**src/rtl/counter_pkg.sv**
```systemverilog
// ---------------------------------------------------------------------------
// counter_pkg
// Shared definitions for the programmable counter.
//   mode_t    : 2-bit operation code carried on imode
//   MODE_HOLD : 00, keep the current value
//   MODE_UP   : 01, count towards imax
//   MODE_DOWN : 10, count towards 0
//   MODE_LOAD : 11, take iload, clamped to imax
// ---------------------------------------------------------------------------
package counter_pkg;

   typedef enum logic [1:0] {
      MODE_HOLD = 2'b00,
      MODE_UP   = 2'b01,
      MODE_DOWN = 2'b10,
      MODE_LOAD = 2'b11
   } mode_t;

endpackage : counter_pkg

```
**src/rtl/counter_next.sv**
```systemverilog
// ---------------------------------------------------------------------------
// counter_next
// Purely combinational next-state logic for counter_prog.
//   ivalue  : current registered count
//   imode   : operation (hold/up/down/load)
//   isat    : 1 saturate at the limits, 0 wrap
//   imax    : inclusive upper limit of the counting range
//   iload   : value taken in load mode (clamped to imax)
//   ienable : 0 forces hold
//   onext   : value to register on the next edge
//   oevent  : wrap or saturation-block event (becomes ocarry)
// ---------------------------------------------------------------------------
module counter_next
   import counter_pkg::*;
#(
   parameter int unsigned WIDTH = 8
) (
   input  logic [WIDTH-1:0] ivalue,
   input  mode_t            imode,
   input  logic             isat,
   input  logic [WIDTH-1:0] imax,
   input  logic [WIDTH-1:0] iload,
   input  logic             ienable,
   output logic [WIDTH-1:0] onext,
   output logic             oevent
);

   always_comb begin
      // NOTE: defaults first so every path assigns both outputs; no latch can form.
      onext  = ivalue;
      oevent = 1'b0;
      if (ienable) begin
         unique case (imode)
            MODE_HOLD: ;
            MODE_UP: begin
               if (ivalue < imax) begin
                  onext = ivalue + 1'b1;
               end else begin
                  // At or beyond the limit (imax may have been lowered).
                  oevent = 1'b1;
                  onext  = isat ? imax : '0;
               end
            end
            MODE_DOWN: begin
               if (ivalue > imax) begin
                  // imax was lowered under us: snap back into range, no event.
                  onext = imax;
               end else if (ivalue == '0) begin
                  oevent = 1'b1;
                  onext  = isat ? '0 : imax;
               end else begin
                  onext = ivalue - 1'b1;
               end
            end
            MODE_LOAD: begin
               onext = (iload > imax) ? imax : iload;
            end
            default: ;
         endcase
      end
   end

endmodule : counter_next

```
**src/rtl/counter_prog.sv**
```systemverilog
// ---------------------------------------------------------------------------
// counter_prog
// Parametrised up/down/load counter with programmable modulus and
// wrap/saturate limit behaviour.
//   iclk     : clock, rising edge
//   iresetn  : asynchronous active-low reset
//   ienable  : count enable (0 holds in every mode)
//   imode    : 00 hold, 01 up, 10 down, 11 load
//   isat     : 1 saturate, 0 wrap
//   imax     : inclusive limit, range is 0..imax
//   iload    : load value for imode=11
//   iclear   : synchronous clear of osticky
//   ovalue   : registered count
//   otc      : terminal count, combinational from ovalue/imode/imax
//   ocarry   : registered one-cycle event pulse
//   osticky  : registered sticky event flag
// ---------------------------------------------------------------------------
module counter_prog
   import counter_pkg::*;
#(
   parameter int unsigned WIDTH       = 8,
   parameter int unsigned RESET_VALUE = 0
) (
   input  logic             iclk,
   input  logic             iresetn,
   input  logic             ienable,
   input  logic [1:0]       imode,
   input  logic             isat,
   input  logic [WIDTH-1:0] imax,
   input  logic [WIDTH-1:0] iload,
   input  logic             iclear,
   output logic [WIDTH-1:0] ovalue,
   output logic             otc,
   output logic             ocarry,
   output logic             osticky
);

   localparam logic [WIDTH-1:0] RST_VAL = WIDTH'(RESET_VALUE);

   mode_t            mode;
   logic [WIDTH-1:0] value_next;
   logic             event_next;
   logic             sticky_next;

   assign mode = mode_t'(imode);

   counter_next #(
      .WIDTH (WIDTH)
   ) u_next (
      .ivalue  (ovalue),
      .imode   (mode),
      .isat    (isat),
      .imax    (imax),
      .iload   (iload),
      .ienable (ienable),
      .onext   (value_next),
      .oevent  (event_next)
   );

   // A new event beats a simultaneous clear, so a clear can never hide it.
   assign sticky_next = event_next | (osticky & ~iclear);

   always_ff @(posedge iclk or negedge iresetn) begin
      // NOTE: registers use non-blocking assignments so every flop samples pre-edge values.
      if (!iresetn) begin
         ovalue  <= RST_VAL;
         ocarry  <= 1'b0;
         osticky <= 1'b0;
      end else begin
         ovalue  <= value_next;
         ocarry  <= event_next;
         osticky <= sticky_next;
      end
   end

   assign otc = ((mode == MODE_UP)   && (ovalue >= imax)) ||
                ((mode == MODE_DOWN) && (ovalue == '0));

endmodule : counter_prog

```
**config.mk**
```make
export PLATFORM = sky130hd
export DESIGN_NAME = counter_prog
export DESIGN_NICKNAME = d
export VERILOG_FILES = /design/src/rtl/counter_pkg.sv /design/src/rtl/counter_next.sv /design/src/rtl/counter_prog.sv
export SDC_FILE = /design/constraint.sdc
export NUM_CORES = 1
export LEC_CHECK = 0
export CORE_MARGIN = 8
export CORE_UTILIZATION = 51
export DETAILED_ROUTE_END_ITERATION = 6
export PLACE_DENSITY = 0.79
export SYNTH_ARGS = -nofsm -noshare
export SYNTH_HDL_FRONTEND = slang
export SYNTH_SLANG_ARGS = --single-unit
```
**constraint.sdc**
```tcl
create_clock -name iclk -period 3.2 [get_ports iclk]
set_clock_uncertainty 0.15 [all_clocks]
set_input_delay 0.64 -clock iclk [delete_from_list [all_inputs] [get_ports iclk]]
set_output_delay 0.64 -clock iclk [all_outputs]
set_load 0.1 [all_outputs]
```
==> PnR_summary.wiki <==
{| class="wikitable"
! Metric !! Value
|-
| Crit-path cells || clkdlybuf4s50_1, inv_1, ha_4, a21oi_1, o21ai_1, nor2_2, nand2_2, a22o_4, buf_12
|-
| Latest clock arrival within the worst-skew pair || 280 ps
|-
| Power consumption || 1.77 mW
|-
| Die Span X || 71.0 um
|-
| Max stage delay cell, worst path || sky130_fd_sc_hd__clkdlybuf4s50_1
|-
| RSZ-0062 raised after global routing || true
|-
| DIE AREA || a little over 5000 um^2
|-
| Total number of yosys warnings || 0
|-
| GR Overflow Total || 0
|-
| Pin count of the biggest net entering global routing || 14
|-
| Detail Route Antenna Nets || 0
|-
| Hold violation total from the final report || 0
|-
| Number of placement rows || 20
|-
| Number of antenna violations at the first check in global routing || 0
|-
| Avg Synthesized Cell Area || 7.69 um^2
|-
| Fin nets || between 300 and 400
|-
| Count of clock tree sinks || 10
|-
| Path category of the worst min-delay check || reg2reg
|-
| Static power due to leakage || ~1.1 nW
|-
| Final GP Congestion || 0.944
|-
| Routed wirelength normalized by instance count || 18.5 um
|-
| Share of synthesized registers carrying an async set or reset || 1.00
|-
| Max incr delay on CP || around 470 ps
|-
| H-tree lvl count || 1
|-
| Count of flip-flops with a built-in enable after synthesis || 0
|-
| Worst reg-to-reg setup slack || 240 ps
|-
| Post-Layout Inst Area || 2270 um^2
|-
| Outcome || complete, no violations
|-
| Placed cells || 290
|-
| Syn Inst Count || between 200 and 250
|-
| Worst voltage drop across the vdd grid || roughly 0.65 mV
|-
| Total length of routed wires || 5510 um
|-
| Detail-routed via count per cell || 6.35
|-
| DPL Wire Length || 4040 um
|-
| Number of slew-limit violations in the final report || 0
|-
| Number of standard cells in the final layout excluding fillers || 298
|-
| Critical Path Start Type || input pin
|-
| Area after DPL || 2120 um^2
|-
| CTS tree || done
|-
| FF+latch count, synth || 10
|-
| Total standard cell area after synthesis || 1550 um^2
|-
| Deepest clock path buffer count || 2
|-
| Number of DRC violations after detailed routing || 0
|-
| Category of the most critical setup path || in2out
|-
| Count of buffering cells on the critical path with inverters included || 3
|-
| Routed vias || 1892
|-
| Root buf cell || sky130_fd_sc_hd__clkbuf_4
|-
| Areal power density over the cells || slightly below 800 nW/um^2
|-
| Post-place setup slack || -240 ps
|-
| Most common cell after layout, fill and taps aside || sky130_fd_sc_hd__buf_4
|-
| Total nets after synthesis || 246
|-
| Reg-to-reg startpoint || ovalue[0]
|-
| Die span in y || 71.0 um
|-
| Depth of the most critical reg-to-reg path || 11
|-
| Worst Setup SP || imax[7]
|-
| Kind of end point of the critical path || output pin
|-
| Reg2reg end || ovalue[5]
|-
| Portion of the clock cycle consumed by the worst path in the final layout || 0.990
|-
| Count of fill cells added during filler insertion || 238
|-
| Number of iterations in the first detailed-routing pass || 6
|-
| Core Footprint || 2980 um^2
|-
| Pin slew with the least headroom to its limit || 501 ps
|-
| Max cap viols || 0
|-
| Critical path endpoint || otc
|-
| Cell variety after synth || between 40 and 50
|-
| Global-route layer with the greatest usage || met2
|-
| Wire length of the first global-routing pass || 8890 um
|-
| Dominant delay contributor by cell family on the critical path || buffers and inverters
|-
| Crit. path cell count || 9
|-
| Starting Density || 0.519
|-
| Clock slew at the register clock pins of the worst setup and hold paths || around 70 ps
|-
| Least setup slack across all paths after layout || 30.4 ps
|-
| Area growth from synthesis to layout || 46.9%
|-
| GRT met3 Usage || 0.0593
|-
| Via count of the first global-routing pass || roughly 1800
|-
| Highest net fanout along the worst path || 3
|-
| Worst Path Required || 2410 ps
|-
| Share of synthesized area occupied by flip-flops and latches || 0.162
|-
| Post-layout min period || 3170 ps
|-
| Headroom to the max-slew limit || 0.665
|-
| Antenna Cells || 0
|-
| DR iter-0 viols || 174
|-
| Overall track demand over capacity in global routing || 0.217
|-
| Commonest non-fill, non-tap cells in the layout || 47 x sky130_fd_sc_hd__buf_4, 20 x sky130_fd_sc_hd__nand2_1, 18 x sky130_fd_sc_hd__ha_1
|-
| Crit path arrival time || roughly 2400 ps
|-
| Top FF cell, synth || sky130_fd_sc_hd__dfrtp_1
|-
| Global-route track usage on met2 || 0.353
|-
| I/O pin cnt || 34
|-
| Met1 track utilization from global routing || 0.268
|-
| Number of CTS-inserted buffers || 3
|-
| Number of port buffers || 33
|-
| Final number of setup-violating endpoints || 0
|-
| Layout cells sized above 1 || 0.328
|-
| Top achievable clock speed || 315 MHz
|}
-- state kept, by name (all words and copies together), names as in the netlist --
signal   flops
ovalue       8
ocarry       1
osticky      1
-- Yosys cell counts (all sizes together) (2+ instances only) --
library cell | instances | area (um^2)
nand2 | 23 | 86.3
nand4 | 4 | 25.0
a31oi | 4 | 25.0
nand2b | 4 | 25.0
and2 | 2 | 15.0
o221ai | 2 | 17.5
o2111ai | 2 | 17.5
mux2 | 8 | 90.1
a32oi | 3 | 26.3
xor2 | 2 | 17.5
o22ai | 2 | 18.8
o211ai | 7 | 57.6
inv | 14 | 52.6
a22o | 2 | 17.5
nor2 | 13 | 48.8
buf | 2 | 10.0
mux2i | 3 | 30.0
nor3 | 5 | 25.0
and3 | 3 | 18.8
a222oi | 2 | 20.0
a21oi | 11 | 55.1
clkbuf | 8 | 30.0
nor2b | 3 | 18.8
o41ai | 2 | 17.5
a32o | 2 | 20.0
dfrtp | 10 | 250
o21ai | 12 | 60.1
xnor2 | 3 | 26.3
nand3 | 8 | 45.0
ha | 22 | 275
-- power by group --
group	leakage [nW]	total (mW)	switching (mW)	internal [mW]
combinational	0.914	1.33	0.848	0.487
sequential	0.115	0.315	0.129	0.186
clock	0.0210	0.120	0.0509	0.0693
-- repair_timing --
item | in CTS | in global routing
buffers inserted | 3 | 1
resized for setup | 14 | 7
pin swaps | 7 | 7
endpoints found under the setup margin | 1 | 6
hold buffers | 0 | 0
-- layer usage --
metal | routed length [um] | vias to the layer above
met1 | 2300 | 877
met4 | 123 | 0
met2 | 2550 | 109
met3 | 535 | 14
li1 | - | 892
met5 | 0 | -
-- metrics by stage --
step / hold WS [ps] / utilization / setup TNS (ps)
after floorplan: 194 / - / 0
after global placement: 329 / 0.713 / -1070
after detailed placement: 345 / 0.713 / -1440
after CTS: 361 / 0.750 / 0
after global routing: 377 / 0.762 / -29.7
final: 360 / 0.762 / 0
-- logic make-up after synthesis --
kind of cell,share of synthesized area
simple gates,0.219
buf+inv,0.0599
mux,0.0777
flops,0.162
compound gates,0.275
xor+xnor,0.0283
fa+ha+maj,0.178
-- final cells by class --
| cell class | count | area [um^2] | share of cell area |
|---|---|---|---|
| multi-input cells | 167 | 1280 | 0.564 |
| repair buffers | 70 | 597 | 0.263 |
| flip-flops and latches | 10 | 262 | 0.115 |
| inverters | 14 | 52.6 | 0.0232 |
| well taps | 33 | 41.3 | 0.0182 |
| clock buffers | 4 | 36.3 | 0.0160 |
-- how the worst min path moves through the flow --
stage | startpoint | endpoint | slack, ps | cells past startpoint
finish | osticky | osticky | 360 | 1
global route | osticky | osticky | 380 | 1
global placement | osticky | osticky | 330 | 1
CTS | osticky | osticky | 360 | 1
floorplan | iresetn | ocarry | 190 | 0
detailed placement | osticky | osticky | 340 | 1
Power figures use the tool's default switching activity.
